===== src/rtl/ip_bus_pkg.sv =====
// Shared definitions for the n_cs/n_rd peripheral bus.
// Initiators (ip_bus_reader) and responders (ip_rom and later ones) import
// this package so that the data width, the default address width and the
// initiator state encoding have a single definition.
package ip_bus_pkg;

  localparam int BUS_DATA_W = 8;
  localparam int BUS_ADDR_W = 10;

  // Initiator transaction states:
  //   IDLE - waiting for a start request
  //   REQ  - strobes low for exactly one cycle
  //   WAIT - waiting for the responder's rdata_en
  //   HOLD - byte presented on the output stream, waiting for the sink
  typedef enum logic [1:0] {
    ST_IDLE = 2'd0,
    ST_REQ  = 2'd1,
    ST_WAIT = 2'd2,
    ST_HOLD = 2'd3
  } bus_state_e;

endpackage


===== src/rtl/ip_bus_timeout.sv =====
// Response timeout counter for bus initiators.
// Ports:
//   clk, rst_n - clock, asynchronous active-low reset
//   clr        - zero the counter (has priority over en)
//   en         - count one waited cycle
//   expired    - the cycle being waited now is the TIMEOUT-th one, so an
//                initiator that still sees no response this cycle gives up
//                at the coming edge
// TIMEOUT must be in 1..2^CNT_W-1.
module ip_bus_timeout #(
  parameter int TIMEOUT = 8,
  parameter int CNT_W   = 8
) (
  input  logic clk,
  input  logic rst_n,
  input  logic clr,
  input  logic en,
  output logic expired
);

  logic [CNT_W-1:0] cnt_q, cnt_d;

  // cnt_q counts waited cycles that are already complete.
  assign expired = (cnt_q == CNT_W'(TIMEOUT - 1));

  always_comb begin
    cnt_d = cnt_q;
    if (clr) begin
      cnt_d = '0;
    end else if (en && !expired) begin
      // saturates at the limit; the owner leaves its wait state anyway
      cnt_d = cnt_q + 1'b1;
    end
  end

  always_ff @(posedge clk or negedge rst_n) begin
    if (!rst_n) cnt_q <= '0;
    else        cnt_q <= cnt_d;
  end

endmodule


===== src/rtl/ip_bus_reader.sv =====
// Block-read initiator for the n_cs/n_rd peripheral bus.
// Fetches `length` bytes starting at `start_address`, one outstanding read at
// a time, and delivers them on a valid/ready byte stream.
// Ports:
//   clk, reset_n        - clock, asynchronous active-low reset
//   start               - request pulse, only looked at while idle
//   start_address       - first byte address (captured on start)
//   length              - byte count (captured on start, 0 = empty transfer)
//   abort               - end the current transfer at the next edge
//   busy / done / error - status; done pulses once per transfer, error is
//                         the sticky timeout flag cleared by the next start
//   bus_n_cs, bus_n_rd  - active-low select and read strobe (always together)
//   bus_address         - read address, stable while the strobes are low
//   bus_rdata(_en)      - responder data and its valid
//   o_data, o_valid     - output byte stream
//   i_ready             - sink ready
// All outputs come straight from flops.
module ip_bus_reader
  import ip_bus_pkg::*;
#(
  parameter int ADDR_W  = BUS_ADDR_W,
  parameter int LEN_W   = 11,
  parameter int TIMEOUT = 8
) (
  input  logic                  clk,
  input  logic                  reset_n,
  input  logic                  start,
  input  logic [ADDR_W-1:0]     start_address,
  input  logic [LEN_W-1:0]      length,
  input  logic                  abort,
  output logic                  busy,
  output logic                  done,
  output logic                  error,
  output logic                  bus_n_cs,
  output logic                  bus_n_rd,
  output logic [ADDR_W-1:0]     bus_address,
  input  logic [BUS_DATA_W-1:0] bus_rdata,
  input  logic                  bus_rdata_en,
  output logic [BUS_DATA_W-1:0] o_data,
  output logic                  o_valid,
  input  logic                  i_ready
);

  bus_state_e            state_q, state_d;
  logic                  busy_q, busy_d;
  logic                  done_q, done_d;
  logic                  error_q, error_d;
  logic                  strb_n_q, strb_n_d;
  logic [ADDR_W-1:0]     addr_q, addr_d;
  logic [LEN_W-1:0]      rem_q, rem_d;
  logic [BUS_DATA_W-1:0] data_q, data_d;
  logic                  valid_q, valid_d;

  logic tmo_clr, tmo_en, tmo_expired;

  ip_bus_timeout #(
    .TIMEOUT (TIMEOUT),
    .CNT_W   (8)
  ) u_timeout (
    .clk     (clk),
    .rst_n   (reset_n),
    .clr     (tmo_clr),
    .en      (tmo_en),
    .expired (tmo_expired)
  );

  always_comb begin
    state_d = state_q;
    busy_d  = busy_q;
    done_d  = 1'b0;
    error_d = error_q;
    addr_d  = addr_q;
    rem_d   = rem_q;
    data_d  = data_q;
    valid_d = valid_q;
    tmo_clr = 1'b0;
    tmo_en  = 1'b0;

    case (state_q)
      ST_IDLE: begin
        if (start) begin
          if (length == '0) begin
            // empty transfer: report completion without touching the bus
            done_d = 1'b1;
          end else begin
            addr_d  = start_address;
            rem_d   = length;
            busy_d  = 1'b1;
            error_d = 1'b0;
            state_d = ST_REQ;
          end
        end
      end

      ST_REQ: begin
        state_d = ST_WAIT;
        tmo_clr = 1'b1;
      end

      ST_WAIT: begin
        if (bus_rdata_en) begin
          data_d  = bus_rdata;
          valid_d = 1'b1;
          state_d = ST_HOLD;
        end else begin
          tmo_en = 1'b1;
          if (tmo_expired) begin
            error_d = 1'b1;
            done_d  = 1'b1;
            busy_d  = 1'b0;
            state_d = ST_IDLE;
          end
        end
      end

      ST_HOLD: begin
        // rdata_en seen here is a late/duplicate response and is dropped
        if (valid_q && i_ready) begin
          valid_d = 1'b0;
          addr_d  = addr_q + 1'b1;   // wraps at the top of the address space
          rem_d   = rem_q - 1'b1;
          if (rem_q == LEN_W'(1)) begin
            done_d  = 1'b1;
            busy_d  = 1'b0;
            state_d = ST_IDLE;
          end else begin
            state_d = ST_REQ;
          end
        end
      end

      default: state_d = ST_IDLE;
    endcase

    // abort overrides whatever the state logic decided this cycle, including
    // a data latch or a stream handshake; the error flag is left alone.
    if (abort && (state_q != ST_IDLE)) begin
      state_d = ST_IDLE;
      busy_d  = 1'b0;
      done_d  = 1'b1;
      error_d = error_q;
      valid_d = 1'b0;
      addr_d  = addr_q;
      rem_d   = rem_q;
      data_d  = data_q;
      tmo_en  = 1'b0;
    end

    // strobes are low exactly while the registered state is REQ
    strb_n_d = (state_d != ST_REQ);
  end

  always_ff @(posedge clk or negedge reset_n) begin
    if (!reset_n) begin
      state_q  <= ST_IDLE;
      busy_q   <= 1'b0;
      done_q   <= 1'b0;
      error_q  <= 1'b0;
      strb_n_q <= 1'b1;
      addr_q   <= '0;
      rem_q    <= '0;
      data_q   <= '0;
      valid_q  <= 1'b0;
    end else begin
      state_q  <= state_d;
      busy_q   <= busy_d;
      done_q   <= done_d;
      error_q  <= error_d;
      strb_n_q <= strb_n_d;
      addr_q   <= addr_d;
      rem_q    <= rem_d;
      data_q   <= data_d;
      valid_q  <= valid_d;
    end
  end

  assign busy        = busy_q;
  assign done        = done_q;
  assign error       = error_q;
  assign bus_n_cs    = strb_n_q;
  assign bus_n_rd    = strb_n_q;
  assign bus_address = addr_q;
  assign o_data      = data_q;
  assign o_valid     = valid_q;

endmodule


===== config.mk =====
export PLATFORM = sky130hd
export DESIGN_NAME = ip_bus_reader
export DESIGN_NICKNAME = d
export VERILOG_FILES = /design/src/rtl/ip_bus_pkg.sv /design/src/rtl/ip_bus_timeout.sv /design/src/rtl/ip_bus_reader.sv
export SDC_FILE = /design/constraint.sdc
export NUM_CORES = 1
export LEC_CHECK = 0
export CAP_MARGIN = 20
export CORE_MARGIN = 5
export CORE_UTILIZATION = 47
export CTS_BUF_LIST = sky130_fd_sc_hd__clkbuf_8
export DETAILED_ROUTE_END_ITERATION = 6
export GPL_ROUTABILITY_DRIVEN = 0
export HOLD_SLACK_MARGIN = 0.08
export PLACE_DENSITY = 0.89
export SLEW_MARGIN = 10
export SYNTH_ARGS = -nofsm -noshare
export SYNTH_HDL_FRONTEND = slang
export SYNTH_SLANG_ARGS = --single-unit

===== constraint.sdc =====
create_clock -name clk -period 1.8 [get_ports clk]
set_input_delay 0.36 -clock clk [delete_from_list [all_inputs] [get_ports clk]]
set_output_delay 0.36 -clock clk [all_outputs]
set_load 0.005 [all_outputs]

# Word level (Yosys, flattened, before mapping)
# Index checks and enable logic that the tools add are counted.
# word_totals
register_bits,44
in_bits,35
wordCells,96
out_inout_bits,24
# op_classes
n_eq_ne,18
addsub,3
n_mux,47
n_reduce_logical,17
bitwise_logic,1
# op_table
operator,count
11-bit 2-to-1 mux,3
10-bit 2-to-1 mux,3
1-bit 2-to-1 mux,26
11-bit one-hot mux with 2 select lines,1
10-bit one-hot mux with 2 select lines,1
"3-bit != test, second input constant",6
8-bit 2-to-1 mux,2
2-bit 2-to-1 mux,6
"11-bit by 1-bit == test with 1-bit output, second input constant",1
11-bit logical NOT,1
"11-bit by 1-bit subtractor with 11-bit output, second input constant",1
"10-bit by 1-bit adder with 10-bit output, second input constant",1
"8-bit by 1-bit adder with 8-bit output, second input constant",1
"8-bit by 3-bit == test with 1-bit output, second input constant",1
"2-bit != test, second input constant",4
2-bit one-hot mux with 4 select lines,1
2-bit nonzero test,4
7-bit AND reduction,1
1-bit one-hot mux with 3 select lines,2
3-bit AND reduction,2
6-bit AND reduction,1
5-bit AND reduction,1
"2-bit == test, second input constant",2
"2-bit by 1-bit != test with 1-bit output, second input constant",2
9 further kinds,12

# Logic depth before layout (Yosys ltp)
# depth
depth_word,6
depth_mapped,7

# Cells and area by module
# A second synthesis with hierarchy kept.
# hier_totals
hier_cells,267
area_unflattened_um2,2499.9
# by_module_without_submodules
mod,instances,area_per_inst_um2,cells_each,seq_area_each_um2
ip_bus_reader,1,2059.5,223,902.1
ip_bus_timeout,1,440.4,44,200.2

# Least setup slack after synthesis
# OpenSTA, ideal clock, no wires.
# synth_timing
path_type,flip-flop to flip-flop
startpoint,register rem_q[0]
endpoint,register rem_q[10]
stages_incl_launch_ff,8
arrival_time_ns,1.768
n_path_buf,1
synth_period_minus_slack_ns,1.894
path_slack_ns,-0.094
setup_ns,0.126
required_ns,1.674
path_cell_list,dfrtp_1 -> inv_1 -> ha_1 -> or3b_1 -> clkbuf_1 -> or4_4 -> o22ai_2 -> a22oi_2
# synth_via
elab_chain_cells,3
# synth_rtl
item,line,text
from (decl),ip_bus_reader.sv:50,"logic [LEN_W-1:0] rem_q, rem_d;"
from (signal assigned),ip_bus_reader.sv:171,rem_q <= rem_d;
11-bit by 1-bit subtractor with 11-bit output,ip_bus_reader.sv:121,rem_d = rem_q - 1'b1;
11-bit 2-to-1 mux,ip_bus_reader.sv:118,if (valid_q && i_ready) begin
11-bit one-hot mux with 2 select lines,ip_bus_reader.sv:79,case (state_q)
# No other way between the ends. The select of a mux whose other input is x is not followed.
# A chain may end at the register's enable or synchronous reset.

# Worst setup path in the final report
# layout_timing
startpoint,input bus_rdata_en
endpoint,register u_timeout.cnt_q[1]
# layout_via
elab_chain_cells,5
# layout_rtl
item,line,text
from (decl),ip_bus_reader.sv:38,"input logic bus_rdata_en,"
1-bit 2-to-1 mux,ip_bus_reader.sv:101,if (bus_rdata_en) begin
1-bit 2-to-1 mux,ip_bus_reader.sv:79,
1-bit 2-to-1 mux,ip_bus_reader.sv:137,if (abort && (state_q != ST_IDLE)) begin
1-bit logical AND,ip_bus_timeout.sv:30,end else if (en && !expired) begin
2-bit nonzero test (no line),--,
to (signal assigned),ip_bus_timeout.sv:38,else cnt_q <= cnt_d;
to (decl),ip_bus_timeout.sv:21,"logic [CNT_W-1:0] cnt_q, cnt_d;"
# No other way between the ends.

==> impl_metrics.ini <==
[cells_and_area]
mostFrequentLayoutCells = buf_4 (54), clkdlybuf4s50_1 (53), dfrtp_1 (42)
n_antenna_cell = 0
final_common_cell = buf_4
num-fill-cells = 336
area_growth_pct = 49.2
nets = 413
drive_gt1_share_pct = 27.7
finish.utilization_pct = 73.5

[grt]
first_global_vias = 2606
grtUsageTotal_pct = 22.0
grt_pass1_wl_um = 12700
antenna_found_initial = 0
grt_overflow = 0
grt_max_degree = 45

[sta]
worst_clock_skew_ns = 0.00666
finalSetupTns_ns = -0.314
setup_viol = 7
slew_viol_final = 0
fin_crit_sh_pct = 106
worstMarginPinSlew_ns = 0.586
fmax_mhz = 523
grt_setup_unrepaired = yes
hold_viol = 0
timing.hold.ws_ns = 0.148
period_needed_ns = 1.91
slew_headroom_pct = 60.9
fin_ws_ns = -0.112

[synth]
ys.flop_type = dfrtp_1
async_flop_share_pct = 100
synth-seq-cells = 44
synth_seq_area_share_pct = 43.2
yosys_warnings = 0
synth_area_leaders = dfrtp_1 (42%), o2bb2ai_1 (3.8%), mux2_2 (3.5%), nor2_1 (3.4%), a21oi_1 (3.1%)
netlist_area_um2 = 2550
synth.top_cell.area_share_pct = 42.2
yosysTopAreaCell = dfrtp_1
avgSynthCellArea_um2 = 9.40
synth-edff-count = 0
synthDistinctLibCells = 54
syn_inst = 271
syn-num-nets = 310

[run_status]
status = finished with violations
violations = setup timing

[clock_network]
cts_tree = done
cts_hold_buf = 0
cts_root_buf = clkbuf_8
clockBufferDepth = 2
cts.sinks = 44
clk_pin_slew_ns = 0.08
clk_latency_ns = 0.29
h-tree-depth = 2
numCtsBuffers = 5

[power_and_ir_drop]
switching_share_pct = 38.2
switching_power_mw = 2.07
cellPowerDensity_nw_per_um2 = 1430
p_leak_nw = 1.60
p_clk_share_pct = 12.0
p_int_mw = 3.36
seqPwrFrac_pct = 32.4
power_frac_comb_pct = 55.6
power_mw = 5.43
ir_worst_vdd_mv = 0.794

[die]
die_h_um = 83.6
initial_utilization_pct = 49.3
core_um2 = 5170
dieArea_um2 = 7000
ios = 59
fp-row-count = 26
die_w_um = 83.6

[setup_path]
critPathCaptureType = flip-flop
ff2ff_path_depth = 5
critical_path_class = input pin to flip-flop
cp-start-kind = input pin
cp.arrival_ns = 2.08
r2r_start = rem_q[2]
ff2ff_setup_slack_ns = -0.06
slowest_stage = or4b_1
worstPathRequired_ns = 1.97
path_max_fanout = 3
cpPeakStageDelay_ns = 0.62
rr_endpoint = busy
path_cells = clkdlybuf4s50_1 > or4b_1 > a31oi_1 > buf_4 > mux2i_1 > nor2_1

[routing]
wirelength_um = 8180
first_iter_violations = 287
wire_per_inst_um = 18.4
via_per_inst = 6.06
drc = 0
drt_first_pass_iters = 6
final_antenna_net_count = 0
vias = 2698

[placement]
portBuffers = 58
pre_cts_slack_ns = -0.445
hpwl_um = 5160

[min_path]
hold_class = input pin to asynchronous set/reset pin

[run]
cap_violations = 0
-- final cells by class --
cell class | instances | area, um2 | area share, %
timing repair buffer | 117 | 1050 | 27.7
tap | 70 | 87.6 | 2.30
clock inverter | 2 | 10.0 | 0.263
multi-input combinational | 198 | 1440 | 37.8
inverter | 8 | 30.0 | 0.789
clock buffer | 6 | 82.6 | 2.17
sequential | 44 | 1100 | 29.0
-- power by group through the flow --
stage,Combinational (mW),Clock (mW),Sequential [mW]
after floorplan,1.32,0,1.73
after global placement,2.51,0,1.72
after detailed placement,2.62,0,1.75
after CTS,2.84,0.657,1.74
after global routing,3.21,0.704,1.81
final,3.02,0.649,1.76
-- how the worst max path moves through the flow --
| stage | cells after the start | to | slack, ns | start |
|---|---|---|---|---|
| after floorplan | 7 | rem_q[10] | -0.02 | rem_q[0] |
| after global placement | 7 | rem_q[6] | -0.38 | length[8] |
| after detailed placement | 7 | rem_q[6] | -0.44 | length[8] |
| after CTS | 5 | busy | -0.05 | rem_q[4] |
| after global routing | 5 | busy | -0.14 | rem_q[2] |
| final | 6 | u_timeout.cnt_q[1] | -0.11 | bus_rdata_en |
-- cell families after synthesis --
group	after synthesis	synth area share, %
DFF	44	43.2
buffers and inverters	29	4.86
adders and majority gates	4	1.96
and+or+nand+nor	93	19.9
xor gates and xnor gates	4	1.37
muxes	13	5.55
AOI/OAI and AO/OA	84	23.1
-- synthesized netlist by cell type, types with 3 or more instances --
library cell and n:
a22oi_1 4, o21ai_0 15, o21a_1 3, clkbuf_1 11, nor2_1 23, nor3_1 13
mux2_2 8, and2_1 3, inv_1 8, and3_1 3, o22ai_1 12, o22a_1 3
dfrtp_1 43, buf_2 9, ha_1 4, a21oi_1 16, a2bb2oi_1 3, mux2i_1 4
nor4_1 6, or3_1 3, o2bb2ai_1 11, nand2_1 16, a31oi_1 3, nand3_1 7
-- critical path: cells and delay by family --
kind | cells | cell delay (ns)
multiplexers | 1 | 0.17
AND/OR/NAND/NOR | 2 | 0.67
AO/OA/AOI/OAI | 1 | 0.25
buffers and inverters | 2 | 0.63
-- repair_timing --
item                                    4_1_cts  5_1_grt
endpoints found under the setup margin       23       30
resized for setup                            17       15
cloned                                        2        1
pin swaps                                     8        3
buffers inserted                              5        3
-- registers in the layout (all words and copies together), names as in the netlist --
name and count:
o_data 8, done 1, bus_address 10, state_q 2, u_timeout.cnt_q 8, bus_n_cs 1
busy 1, rem_q 11, o_valid 1, error 1
-- routing by layer --
layer / vias up / wire, um / GRT usage (%)
met5: - / 0 / 0
met1: 1291 / 3330 / 29.7
met2: 154 / 4060 / 35.3
met3: 30 / 541 / 3.85
met4: 0 / 249 / 8.04
li1: 1223 / - / -
-- per-stage QoR --
step	instances	cell area (um2)
3_3_place_gp	426	3510
6_report	445	3800
3_5_place_dp	426	3510
2_1_floorplan	271	2560
4_1_cts	441	3710
5_1_grt	445	3800
No activity file was read; power rests on OpenSTA's default activity.
